File: src/rtl/gates7_bist_if.sv
// Signal bundle between the gate-block BIST controller and its environment.
// The slave side is the BIST; the master side drives start and the gate responses.
interface gates7_bist_if;
   logic       start;
   logic       a;
   logic       b;
   logic       f_and;
   logic       f_or;
   logic       f_not;
   logic       f_nand;
   logic       f_nor;
   logic       f_xor;
   logic       f_xnor;
   logic       busy;
   logic       done;
   logic       pass;
   logic [2:0] err_count;
   logic [3:0] fail_vec;
   logic [6:0] fail_gates;

   modport slave (
      input  start, f_and, f_or, f_not, f_nand, f_nor, f_xor, f_xnor,
      output a, b, busy, done, pass, err_count, fail_vec, fail_gates
   );

   modport master (
      output start, f_and, f_or, f_not, f_nand, f_nor, f_xor, f_xnor,
      input  a, b, busy, done, pass, err_count, fail_vec, fail_gates
   );
endinterface

File: src/rtl/gates7_bist.sv
// Built-in self test for a 7-gate block: walks the four a/b vectors, waits for
// the gates to settle, and records which vectors and which gates mismatched.
module gates7_bist #(
   parameter int unsigned SETTLE_CYCLES = 1
) (
   input logic          clk,
   input logic          rst_n,
   gates7_bist_if.slave bus
);
   typedef enum logic [2:0] {StIdle, StDrive, StSettle, StCheck, StDone} state_e;

   localparam logic [3:0] SettleLast = 4'(SETTLE_CYCLES - 1);

   state_e     state_q, state_d;
   logic [1:0] idx_q, idx_d;
   logic [3:0] cnt_q, cnt_d;
   logic       a_q, a_d, b_q, b_d;
   logic       busy_q, busy_d, done_q, done_d, pass_q, pass_d;
   logic [2:0] err_q, err_d;
   logic [3:0] fvec_q, fvec_d;
   logic [6:0] fgates_q, fgates_d;
   logic [6:0] resp, expect_v, mism;

   assign resp = {bus.f_xnor, bus.f_xor, bus.f_nor, bus.f_nand,
                  bus.f_not, bus.f_or, bus.f_and};
   assign expect_v = {~(a_q ^ b_q), a_q ^ b_q, ~(a_q | b_q), ~(a_q & b_q),
                      ~a_q, a_q | b_q, a_q & b_q};

   // Case inequality so an X/Z response in simulation counts as a failure.
   always_comb begin
      mism = '0;
      for (int i = 0; i < 7; i++) begin
         mism[i] = (resp[i] !== expect_v[i]);
      end
   end

   always_comb begin
      state_d  = state_q;
      idx_d    = idx_q;
      cnt_d    = cnt_q;
      a_d      = a_q;
      b_d      = b_q;
      busy_d   = busy_q;
      done_d   = done_q;
      pass_d   = pass_q;
      err_d    = err_q;
      fvec_d   = fvec_q;
      fgates_d = fgates_q;
      unique case (state_q)
         StIdle, StDone: begin
            if (bus.start) begin
               state_d  = StDrive;
               idx_d    = 2'd0;
               a_d      = 1'b0;
               b_d      = 1'b0;
               busy_d   = 1'b1;
               done_d   = 1'b0;
               pass_d   = 1'b0;
               err_d    = 3'd0;
               fvec_d   = 4'd0;
               fgates_d = 7'd0;
            end
         end
         StDrive: begin
            state_d = StSettle;
            cnt_d   = 4'd0;
         end
         StSettle: begin
            if (cnt_q == SettleLast) begin
               state_d = StCheck;
            end else begin
               cnt_d = cnt_q + 4'd1;
            end
         end
         StCheck: begin
            if (|mism) begin
               if (err_q != 3'd4) begin
                  err_d = err_q + 3'd1;
               end
               fvec_d[idx_q] = 1'b1;
               fgates_d      = fgates_q | mism;
            end
            if (idx_q == 2'd3) begin
               state_d = StDone;
               busy_d  = 1'b0;
               done_d  = 1'b1;
               pass_d  = (err_d == 3'd0);
            end else begin
               // Next vector goes out on this edge so a/b are stable through DRIVE.
               idx_d   = idx_q + 2'd1;
               a_d     = idx_d[0];
               b_d     = idx_d[1];
               state_d = StDrive;
            end
         end
         default: state_d = StIdle;
      endcase
   end

   always_ff @(posedge clk or negedge rst_n) begin
      if (!rst_n) begin
         state_q  <= StIdle;
         idx_q    <= 2'd0;
         cnt_q    <= 4'd0;
         a_q      <= 1'b0;
         b_q      <= 1'b0;
         busy_q   <= 1'b0;
         done_q   <= 1'b0;
         pass_q   <= 1'b0;
         err_q    <= 3'd0;
         fvec_q   <= 4'd0;
         fgates_q <= 7'd0;
      end else begin
         state_q  <= state_d;
         idx_q    <= idx_d;
         cnt_q    <= cnt_d;
         a_q      <= a_d;
         b_q      <= b_d;
         busy_q   <= busy_d;
         done_q   <= done_d;
         pass_q   <= pass_d;
         err_q    <= err_d;
         fvec_q   <= fvec_d;
         fgates_q <= fgates_d;
      end
   end

   assign bus.a          = a_q;
   assign bus.b          = b_q;
   assign bus.busy       = busy_q;
   assign bus.done       = done_q;
   assign bus.pass       = pass_q;
   assign bus.err_count  = err_q;
   assign bus.fail_vec   = fvec_q;
   assign bus.fail_gates = fgates_q;
endmodule

File: src/flat_wrapper.sv
// flat-port wrapper written by rule: the top's interface ports become plain ports
module gates7_bist_flat 
#(
   parameter int unsigned SETTLE_CYCLES = 1
)
  (clk, rst_n, bus_start, bus_f_and, bus_f_or, bus_f_not, bus_f_nand, bus_f_nor, bus_f_xor, bus_f_xnor, bus_a, bus_b, bus_busy, bus_done, bus_pass, bus_err_count, bus_fail_vec, bus_fail_gates);
  gates7_bist_if bus_i ();
  input logic clk;
  input logic rst_n;
  input wire logic [$bits(bus_i.start)-1:0] bus_start;
  input wire logic [$bits(bus_i.f_and)-1:0] bus_f_and;
  input wire logic [$bits(bus_i.f_or)-1:0] bus_f_or;
  input wire logic [$bits(bus_i.f_not)-1:0] bus_f_not;
  input wire logic [$bits(bus_i.f_nand)-1:0] bus_f_nand;
  input wire logic [$bits(bus_i.f_nor)-1:0] bus_f_nor;
  input wire logic [$bits(bus_i.f_xor)-1:0] bus_f_xor;
  input wire logic [$bits(bus_i.f_xnor)-1:0] bus_f_xnor;
  output wire logic [$bits(bus_i.a)-1:0] bus_a;
  output wire logic [$bits(bus_i.b)-1:0] bus_b;
  output wire logic [$bits(bus_i.busy)-1:0] bus_busy;
  output wire logic [$bits(bus_i.done)-1:0] bus_done;
  output wire logic [$bits(bus_i.pass)-1:0] bus_pass;
  output wire logic [$bits(bus_i.err_count)-1:0] bus_err_count;
  output wire logic [$bits(bus_i.fail_vec)-1:0] bus_fail_vec;
  output wire logic [$bits(bus_i.fail_gates)-1:0] bus_fail_gates;
  assign bus_i.start = bus_start;
  assign bus_i.f_and = bus_f_and;
  assign bus_i.f_or = bus_f_or;
  assign bus_i.f_not = bus_f_not;
  assign bus_i.f_nand = bus_f_nand;
  assign bus_i.f_nor = bus_f_nor;
  assign bus_i.f_xor = bus_f_xor;
  assign bus_i.f_xnor = bus_f_xnor;
  assign bus_a = bus_i.a;
  assign bus_b = bus_i.b;
  assign bus_busy = bus_i.busy;
  assign bus_done = bus_i.done;
  assign bus_pass = bus_i.pass;
  assign bus_err_count = bus_i.err_count;
  assign bus_fail_vec = bus_i.fail_vec;
  assign bus_fail_gates = bus_i.fail_gates;
  gates7_bist #(.SETTLE_CYCLES(SETTLE_CYCLES)) u_core (.clk(clk), .rst_n(rst_n), .bus(bus_i));
endmodule
File: config.mk
export PLATFORM = sky130hd
export DESIGN_NAME = gates7_bist_flat
export DESIGN_NICKNAME = d
export VERILOG_FILES = /design/src/rtl/gates7_bist_if.sv /design/src/rtl/gates7_bist.sv /design/src/flat_wrapper.sv
export SDC_FILE = /design/constraint.sdc
export NUM_CORES = 1
export LEC_CHECK = 0
export ABC_AREA = 0
export BUFFER_PORTS_ARGS = -buffer_cell sky130_fd_sc_hd__clkbuf_2
export CAP_MARGIN = 20
export CORE_UTILIZATION = 53
export DETAILED_ROUTE_END_ITERATION = 10
export PLACE_DENSITY = 0.89
export SYNTH_ARGS = -nofsm -noshare
export SYNTH_HDL_FRONTEND = slang
export SYNTH_SLANG_ARGS = --single-unit
File: constraint.sdc
create_clock -name clk -period 2.8 [get_ports clk]
set_input_delay 0.56 -clock clk [delete_from_list [all_inputs] [get_ports clk]]
set_output_delay 0.56 -clock clk [all_outputs]
set_load 0.05 [all_outputs]
# == Word level (Yosys, flattened, before mapping) ==
# Cells that the tools add are included.
# word_totals
reg_bits,28
inputBits,10
out_inout_bits,19
# classes
n_addsub,3
magnitude_cmp,2
n_eq_ne,19
mux,34
n_bitwise,9
n_reduce_logical,14
# op_table
operator,count
3-bit 2-to-1 mux,7
4-bit one-hot mux with 2 select lines,2
7-bit 2-to-1 mux,2
7-bit one-hot mux with 2 select lines,1
4-bit 2-to-1 mux,3
3-bit one-hot mux with 4 select lines,1
1-bit one-hot mux with 2 select lines,5
3-bit AND reduction,3
1-bit 2-to-1 mux,8
1-bit case inequality test,7
7-bit OR,1
7-bit OR reduction,1
"3-bit by 2-bit equality test with 1-bit output, second input constant",2
3-bit zero test,2
"2-bit by 1-bit != test with 1-bit output, second input constant",3
"2-bit != test, second input constant",3
3-bit one-hot mux with 2 select lines,1
2-bit AND reduction,3
"4-bit by 1-bit adder with 4-bit output, second input constant",1
4-bit zero test,1
2-bit 2-to-1 mux,2
1-bit NOT,4
4-bit OR,1
2-bit one-hot mux with 2 select lines,1
other kinds (15),16

# == Depth between registers and ports, before layout ==
# Gate-level depths: netlist (run 1).
# depth
depth_word,9
mapped_depth,7
ltp_nobuf,7

# == Worst setup path before layout (run 1) ==
# No wires, ideal clock.
# synth_timing
path_type,register to register
from,"register u_core.a_q, in the netlist u_core.bus.a"
to,"register u_core.err_q[2], in the netlist u_core.bus.err_count[2]"
setup_time_ns,0.136
arrival_ns,2.216
required_ns,2.664
path_slack_ns,0.448
stages_incl_launch_ff,8
path_cell_list,dfrtp_1 -> inv_1 -> ha_1 -> nor3b_1 -> o22ai_2 -> o311a_4 -> a21oi_1 -> a311oi_2
# synth_between
elab_chain_cells,7
elab_cells_between_ends,18
# synth_lines
element,line,rtl
start: declaration,gates7_bist.sv:17,"logic a_q, a_d, b_q, b_d;"
start signal: assignment,gates7_bist.sv:105,a_q <= 1'b0;
start signal: assignment,gates7_bist.sv:117,a_q <= a_d;
1-bit AND (tied with other cells),"gates7_bist.sv:26, gates7_bist.sv:27",
1-bit NOT,gates7_bist.sv:26,"assign expect_v = {~(a_q ^ b_q), a_q ^ b_q, ~(a_q | b_q), ~(a_q & b_q),"
1-bit case inequality test,gates7_bist.sv:33,mism[i] = (resp[i] !== expect_v[i]);
7-bit OR reduction *,gates7_bist.sv:76,if (|mism) begin
3-bit 2-to-1 mux *,gates7_bist.sv:76,
3-bit 2-to-1 mux *,gates7_bist.sv:49,unique case (state_q)
3-bit one-hot mux with 2 select lines *,gates7_bist.sv:49,
end signal: assignment,gates7_bist.sv:122,err_q <= err_d;
end: declaration,gates7_bist.sv:19,"logic [2:0] err_q, err_d;"
# Every way passes the cells marked *; elsewhere a longest branch is shown, timed or not. The select of a mux whose other input is x is not followed.
# A chain may end at the register's enable or synchronous reset.

# == Worst setup path in the final report (run 1) ==
# Ends and elaborated chain as after synthesis.

==> impl_metrics.toml, run 1 <==
[status]
status = "finished clean"

[synth]
ys.flop_type = "dfrtp_1"
synth_edf_count = 0
synthAdderAreaFrac_pct = 8.08
synthMuxAreaShare_pct = 3.68
yosysMostFrequentCell = "dfrtp_1"
synth_cell_types = 31
synthCells = 135
async_reset_ff_share_pct = 100
synth_compound_gate_area_share_pct = 15.7
synthesis.nets = 154
ys_ff_latch = 26
syn_area_per_cell_um2 = 10.3
synth_area_um2 = 1390
synth.largest_area_cell = "dfrtp_1"
synth_top_family_by_area = "compound AO/OA/AOI/OAI gates"
yosysSeqAreaShare_pct = 46.7
yosys_warnings = 0
yosysTopAreaCellShare_pct = 46.7
synthTopCellsByCount = "26 x dfrtp_1, 18 x nand2_1, 11 x nor2_1, 9 x ha_1, 9 x inv_1"
synthXorXnorAreaFrac_pct = 6.91
netlist_top_cells_area = "dfrtp_1 47%, ha_1 8.1%, nand2_1 4.8%, xor2_1 3.8%, xnor2_1 3.1%"
synth-simple-area-share_pct = 14.7

[timing]
finalCriticalPeriod_ps = 2230
hold_violations = 0
finalSetupViolations = 0
relSlewSlack_pct = 56.6
worstMarginPinSlew_ps = 652
clock.fmax_mhz = 448
skew_ps = 5.14
rsz0062_at_grt = "false"
min_period_over_period_pct = 79.7
fin_ws_ps = 568
fin_tns_setup_ps = 0
slew_violations = 0

[detailed_routing]
drt-vias-per-instance = 5.64
vias = 1083
drc = 0
first_iter_violations = 18
wl_per_cell_um = 14.3
drt_pass1_iterations = 5
finalWirelength_um = 2750
postRouteAntennaNets = 0

[setup_path]
ff2ff_path_depth = 7
arrival_ps = 2450
worst-path-max-fanout = 8
worstPathRequired_ps = 3020
r2r_slack_ps = 570
r2r_end = "u_core.bus.err_count[2]"
critPathLaunchType = "register"
critical_path_class = "reg -> reg"
rr_startpoint = "u_core.bus.a"
end_kind = "register"

[clock_network]
htreeDepth = 1
ctsHoldBuffers = 0
postCtsSetupBuffers = 0
clock-sinks = 26
clockBufferDepth = 2
cts_inserted_buffers = 3
path_clk_slew_ps = 140
cts-resized-gates = 0
insertion_delay_ps = 330
cts_root_buffer = "clkbuf_4"
cts_tree = "done"

[floorplanning]
dieArea_um2 = 2840
die_w_um = 53.3
core_um2 = 2480
pin_count = 29
fp.dieH_um = 53.3
placementRows = 18
initial_core_util_pct = 56.3

[global_routing]
grt_antenna_before_repair = 0
grt_util_all_layers_pct = 23.2
first_global_vias = 1051
grt_max_degree = 27
grt_pass1_wl_um = 4610
grt-ovfl-total = 0

[placement]
dpl_cell_area_um2 = 1550
io_buffers = 28
placedCellCount = 188
gp_congestion = 0.785
pre_cts_ws_ps = 611
hpwl_um = 2080

[cells_and_area]
antenna-diode-count = 0
fillers = 204
fin_area_um2 = 1590
drive_gt1_share_pct = 22.8
fin_cells = 192
area_growth_pct = 13.8
utilization_pct = 64.0
finalNetCount = 182

[flow_run]
cap_violations = 0

[pwr]
power.leakage_uw = 0.000788
ir_worst_vdd_mv = 0.956
power_density_nw_per_um2 = 1280

[worst_hold_path]
min_path_type = "in -> async"
[state kept, by name, indices dropped and copies added, names as in the netlist]
register,count
u_core.cnt_q,4
u_core.bus.a,1
u_core.bus.pass,1
u_core.bus.done,1
u_core.bus.err_count,3
u_core.bus.busy,1
u_core.state_q,3
u_core.bus.fail_gates,7
u_core.bus.fail_vec,4
u_core.bus.b,1
[per-layer routing]
layer	global-route usage (%)	wire length, um	vias to the layer above
met2	36.9	1300	27
met3	4.02	112	7
met4	12.7	63	0
met5	0	0	-
met1	29.6	1270	530
li1	-	-	519
[cell usage in the layout (no fill, tap or decap), types with 2 or more instances in the layout]
master,count
clkbuf_2,28
dfrtp_1,26
nand2_1,18
nor2_1,11
inv_1,9
ha_1,9
xor2_1,6
xnor2_1,5
mux2i_1,4
a21oi_1,4
o31ai_1,4
o21ai_1,4
nor3_1,3
nor3b_1,3
a31oi_1,3
a22o_1,3
clkbuf_4,3
nor2b_1,2
nand3_1,2
and3b_1,2
o41ai_1,2
[area by class of cell]
class	count	area (um2)	area share (%)
Clock buffer	4	36.3	2.29
Inverter	10	37.5	2.37
Multi-Input combinational cell	94	684	43.1
Sequential cell	26	651	41.0
Tap cell	30	37.5	2.37
Timing Repair Buffer	28	140	8.83
[per-stage QoR]
stage	total power [uW]	hold slack [ps]
after floorplan	1580	264
after global placement	1800	460
after detailed placement	1840	467
after CTS	2030	254
after global routing	2170	274
final	2030	233
[power breakdown]
group	internal, uW	leakage [uW]	switching (uW)
logic	339	0.000441	832
registers	518	0.000326	143
clock network	79.6	0.0000210	114
total	937	0.000788	1090
[kinds of logic (layout without fill, tap and decap cells)]
group	count (synthesis)	in the layout
compound gates	25	25
xor+xnor	11	11
flops	26	26
mux	5	5
buf+inv	15	42
simple gates	44	44
fa+ha+maj	9	9
[worst max path at each step]
stage,from,endpoint,cells after the start
2_1_floorplan,u_core.bus.a,u_core.bus.err_count[2],7
3_3_place_gp,u_core.bus.a,u_core.bus.err_count[2],7
3_5_place_dp,u_core.bus.a,u_core.bus.err_count[2],7
4_1_cts,u_core.bus.a,u_core.bus.err_count[2],7
5_1_grt,u_core.bus.a,u_core.bus.err_count[2],7
6_report,u_core.bus.a,u_core.bus.err_count[2],7
[worst max-delay path, cell delays in order (launching register included)]
cell and delay (ps):
dfrtp_1 500, inv_1 120, ha_1 380, nor3b_1 270
o22ai_2 130, o311a_4 430, a21oi_1 220, a311oi_2 70
No activity file was read; power rests on OpenSTA's default activity.
==> run 2: changes to the inputs <==
ABC_AREA = 1   (was 0)
CORE_UTILIZATION = 55   (was 53)
PLACE_DENSITY = 0.9   (was 0.89)
clock period = 2.32 ns   (was 2.8 ns; I/O delays follow)
==> run 2 against run 1 <==
Compared with the run above: global-route usage is 1.9 points lower; critical path depth is 5 higher; cell area is 14% higher; clock skew is 2.8 ps lower; clock-buffer cell count is 1 lower; via count is 17% higher; non-clock buffer count is 2 higher; cell count is 30% higher; clock power is 63% higher; routed wire length is 9.8% higher; flip-flop and latch count stayed put; hold slack worse by 120 ps; critical path type unchanged; largest cell class unchanged; largest power group unchanged; highest routed layer unchanged.
==> impl_metrics.toml, run 2 <==
[synth]
synth_cell_types = 27
synthesis.nets = 207
synth_top_family_by_area = "simple AND/OR/NAND/NOR gates"
yosysMostFrequentCell = "nand2_1"
netlist_top_cells_area = "dfrtp_1 41%, nand2_1 10%, ha_1 7.2%, inv_1 6.9%, nand2_2 5.6%"
synth-simple-area-share_pct = 24.6
ys_ff_latch = 26
synthCells = 188
yosys_warnings = 0
synth_area_um2 = 1570
synth_edf_count = 0
synthAdderAreaFrac_pct = 7.15
synthTopCellsByCount = "43 x nand2_1, 29 x inv_1, 26 x dfrtp_1, 17 x o21ai_0, 14 x nand2_2"
ys.flop_type = "dfrtp_1"
async_reset_ff_share_pct = 100
synth.largest_area_cell = "dfrtp_1"
synthXorXnorAreaFrac_pct = 2.23
syn_area_per_cell_um2 = 8.37
yosysSeqAreaShare_pct = 41.3
synth_compound_gate_area_share_pct = 14.9
yosysTopAreaCellShare_pct = 41.3
synthMuxAreaShare_pct = 0

[cells_and_area]
seqCellArea_um2 = 651
finalNetCount = 239
area_growth_pct = 14.5
antenna-diode-count = 0
fillers = 225
multi_input_area_um2 = 769
utilization_pct = 65.9
final_cell_mix = "43 x nand2_1, 29 x inv_1, 28 x clkbuf_2"
largest_reg_flops = 7
layout_commonest_cell = "nand2_1"
drive_gt1_share_pct = 31.5

[detailed_routing]
vias = 1271
first_iter_violations = 47
drt-vias-per-instance = 5.08
drc = 0
wl_per_cell_um = 12.1
finalWirelength_um = 3010
postRouteAntennaNets = 0
drt_pass1_iterations = 4

[floorplanning]
fp.dieH_um = 55.5
dieArea_um2 = 3080
core_um2 = 2730
die_w_um = 55.5
initial_core_util_pct = 57.6
pin_count = 29
placementRows = 19

[placement]
gp_congestion = 0.870
io_buffers = 28
hpwl_um = 2320

[setup_path]
crit_slowest_cell = "dfrtp_1"
critPathLaunchType = "register"
slowest_delay_ps = 430
arrival_ps = 2370
cp_common_cell = "nand2_1"
worstPathRequired_ps = 2590
end_kind = "register"
critical_path_class = "reg -> reg"
path_cells = "inv_1, ha_1, inv_1, nand2_1, nand2_1, nand2_1, nor2_4, nand2_4, o21ai_4, buf_12, nand2_2, o21ai_2"
worst-path-max-fanout = 15
r2r_slack_ps = 220

[clock_network]
postCtsSetupBuffers = 0
ctsHoldBuffers = 0
cts_inserted_buffers = 3
insertion_delay_ps = 330
htreeDepth = 1
cts_tree = "done"
clock-sinks = 26
path_clk_slew_ps = 140
clockBufferDepth = 2
cts_root_buffer = "clkbuf_4"
cts-resized-gates = 0

[timing]
slew_violations = 0
worstMarginPinSlew_ps = 622
finalSetupViolations = 0
clock.fmax_mhz = 476
min_period_over_period_pct = 90.5
skew_ps = 2.39
finalCriticalPeriod_ps = 2100
rsz0062_at_grt = "false"
fin_tns_setup_ps = 0
hold_violations = 0
relSlewSlack_pct = 58.5

[global_routing]
grt_antenna_before_repair = 0
grt_pass1_wl_um = 5230
grt_max_degree = 27
first_global_vias = 1242
grt_util_all_layers_pct = 21.4
grt-ovfl-total = 0

[pwr]
power.leakage_uw = 0.000991
power_density_nw_per_um2 = 1420
ir_worst_vdd_mv = 0.948

[status]
status = "finished clean"

[worst_hold_path]
min_path_type = "in -> async"

[flow_run]
cap_violations = 0
## run 2: final timing paths
check,depth (start not counted),end,start
min in group clk,4,u_core.state_q[2],bus_start
max in group asynchronous,1,u_core.bus.a,rst_n
min,1,u_core.bus.busy,rst_n
max,12,u_core.bus.fail_gates[6],u_core.bus.b
min reg2reg,2,u_core.bus.busy,u_core.bus.busy
max reg2reg,12,u_core.bus.fail_gates[6],u_core.bus.b
## run 2: worst max-delay path, delay by kind of cell (launching register included)
family                   cells  cell delay (ps)
flip-flops                   1              430
AO/OA/AOI/OAI                2              330
AND/OR/NAND/NOR              6              520
adder cells (fa/ha/maj)      1              350
buffers and inverters        3              420
## run 2: kinds of logic (layout without fill, tap and decap cells)
family                   count (synthesis)  after routing
flip-flops                              26             26
XOR/XNOR                                 4              4
buffers and inverters                   36             67
AND/OR/NAND/NOR                         78             78
AO/OA/AOI/OAI                           35             35
adder cells (fa/ha/maj)                  9              9
## run 2: final cells by class
cell class / count / share of cell area [%]
clock buffers: 3 / 1.25
clock inverters: 1 / 1.67
inverters: 33 / 6.87
multi-input cells: 126 / 42.7
flip-flops and latches: 26 / 36.1
well taps: 31 / 2.15
repair buffers: 30 / 9.30
## run 2: power breakdown
part           switching, uW  internal (uW)  leakage [uW]
sequential               137            595      0.000344
combinational           1090            426      0.000618
clock                    140            175     0.0000279
total                   1370           1200      0.000991
## run 2: stage by stage
stage / area (um2) / hold WS, ps / cells / total power, uW / setup WS (ps)
final: 1800 / 118 / 250 / 2560 / 221
after floorplan: 1570 / 168 / 188 / 1940 / 169
after global routing: 1800 / 155 / 250 / 2740 / 71.7
after CTS: 1800 / 140 / 250 / 2570 / 231
after global placement: 1750 / 465 / 246 / 2220 / 348
after detailed placement: 1750 / 462 / 246 / 2260 / 269
## run 2: per-layer routing
metal | GRT usage [%] | vias up | wire length (um) | part of all wire, %
li1 | - | 648 | - | -
met1 | 28.9 | 592 | 1450 | 48
met2 | 36.0 | 26 | 1430 | 48
met3 | 2.11 | 5 | 92 | 3.1
met4 | 7.14 | 0 | 38 | 1.3
met5 | 0 | - | 0 | 0
==> run 3: changes to the inputs <==
BUFFER_PORTS_ARGS = unset   (was -buffer_cell sky130_fd_sc_hd__clkbuf_2)
CORE_UTILIZATION = 50   (was 55)
DONT_BUFFER_PORTS = 1   (was unset)
PLACE_DENSITY = 0.76   (was 0.9)
==> run 3 against run 2 <==
Compared with the run above: global-route usage is 0.26 points lower; critical path depth is the same; largest cell class unchanged; largest power group is now registers; routed wire length increased by 5.2%; core utilization shrank 7.1 points.
==> impl_metrics.toml, run 3 (synthesis results as in run 2) <==
[floorplanning]
dieArea_um2 = 3380
initial_core_util_pct = 54.7
placementRows = 19
die_w_um = 58.1
pin_count = 29
core_um2 = 2880
fp.dieH_um = 58.1

[timing]
relSlewSlack_pct = 60.1
fin_tns_setup_ps = 0
skew_ps = 6.55
hold_violations = 0
finalCriticalPeriod_ps = 2120
hold_slack_ps = 365
rsz0062_at_grt = "false"
slew_violations = 0
finalSetupViolations = 0
worstMarginPinSlew_ps = 599
min_period_over_period_pct = 91.4
clock.fmax_mhz = 472

[pwr]
ir_worst_vdd_mv = 0.543
power.leakage_uw = 0.000878
power_density_nw_per_um2 = 1390

[detailed_routing]
drt-vias-per-instance = 5.10
first_iter_violations = 41
vias = 1203
postRouteAntennaNets = 0
finalWirelength_um = 3170
wl_per_cell_um = 13.4
drc = 0
drt_pass1_iterations = 4

[cells_and_area]
layout_commonest_cell = "nand2_1"
final_cell_mix = "43 x nand2_1, 29 x inv_1, 26 x dfrtp_1"
area_growth_pct = 7.47
drive_gt1_share_pct = 22.2
antenna-diode-count = 0
largest_reg_flops = 7
utilization_pct = 58.8
fin_cells = 236
fillers = 258
finalNetCount = 215

[clock_network]
clockBufferDepth = 2
cts_root_buffer = "clkbuf_4"
cts-resized-gates = 0
clock-sinks = 26
ctsHoldBuffers = 2
cts_inserted_buffers = 3
path_clk_slew_ps = 140
postCtsSetupBuffers = 0
cts_tree = "done"
insertion_delay_ps = 330
htreeDepth = 1

[setup_path]
path_cells = "buf_4, ha_1, inv_2, nand2_1, nand2_2, nand2_4, nor2_8, nand2_4, o21ai_4, buf_12, nand2_2, o21ai_2"
arrival_ps = 2380
worstPathRequired_ps = 2580
critPathLaunchType = "register"
end_kind = "register"
crit_slowest_cell = "dfrtp_1"
critical_path_class = "reg -> reg"
slowest_delay_ps = 410
worst-path-max-fanout = 14

[global_routing]
grt-ovfl-total = 0
first_global_vias = 1236
grt_antenna_before_repair = 0
grt_pass1_wl_um = 5410
grt_max_degree = 27
grt_util_all_layers_pct = 21.1

[placement]
placedCellCount = 231
gp_congestion = 0.876
io_buffers = 0
hpwl_um = 2480

[worst_hold_path]
min_path_type = "in -> reg"

[flow_run]
cap_violations = 0

[status]
status = "finished clean"
==> run 3: cell count changes in the layout (fill, tap and decap cells not counted) <==
cell           change
buf_12             +1
buf_4              +2
bufinv_16          -1
clkbuf_2          -28
dlygate4sd3_1      +1
==> run 3: layer usage <==
| metal | GRT usage, % | wire length, um | share of wire (%) | up-vias |
|---|---|---|---|---|
| met4 | 9.86 | 55 | 1.7 | 0 |
| met2 | 37.1 | 1690 | 53 | 16 |
| met3 | 4.24 | 117 | 3.7 | 6 |
| met5 | 0 | 0 | 0 | - |
| met1 | 24.6 | 1310 | 41 | 583 |
| li1 | - | - | - | 598 |
==> run 3: per-stage QoR <==
stage / area (um2) / total power (uW) / setup WS, ps
5_1_grt: 1690 / 2540 / 45.2
4_1_cts: 1690 / 2370 / 199
2_1_floorplan: 1570 / 1940 / 169
3_3_place_gp: 1640 / 2120 / 283
6_report: 1690 / 2360 / 201
3_5_place_dp: 1640 / 2160 / 225
==> run 3: final timing paths <==
path / startpoint / to / slack (ps) / depth (start not counted)
worst min-delay path: bus_start / u_core.state_q[2] / 370 / 3
worst max register to register: u_core.bus.a / u_core.bus.fail_vec[1] / 200 / 12
worst max-delay path: u_core.bus.a / u_core.bus.fail_vec[1] / 200 / 12
worst min register to register: u_core.state_q[2] / u_core.state_q[2] / 530 / 2
min in group asynchronous: rst_n / u_core.bus.err_count[1] / 550 / 2
max in group asynchronous: rst_n / u_core.bus.err_count[0] / 1620 / 2
==> run 3: critical path, delay by kind of cell, from the launching register on <==
family | cells | cell delay, ps
fa+ha+maj | 1 | 280
simple gates | 6 | 490
compound gates | 2 | 370
buf+inv | 3 | 500
flops | 1 | 410
==> run 3: cell type report <==
type / count / area (um2) / share of cell area, %
clock buffers: 3 / 22.5 / 1.33
inverters: 33 / 124 / 7.32
multi-input cells: 126 / 769 / 45.5
flip-flops and latches: 26 / 651 / 38.5
well taps: 42 / 52.6 / 3.11
repair buffers: 6 / 72.6 / 4.29
==> run 3: power by group <==
group | switching (uW) | internal (uW) | total (uW)
clock network | 135 | 61.1 | 196
registers | 519 | 588 | 1110
logic | 686 | 368 | 1050
total | 1340 | 1020 | 2360
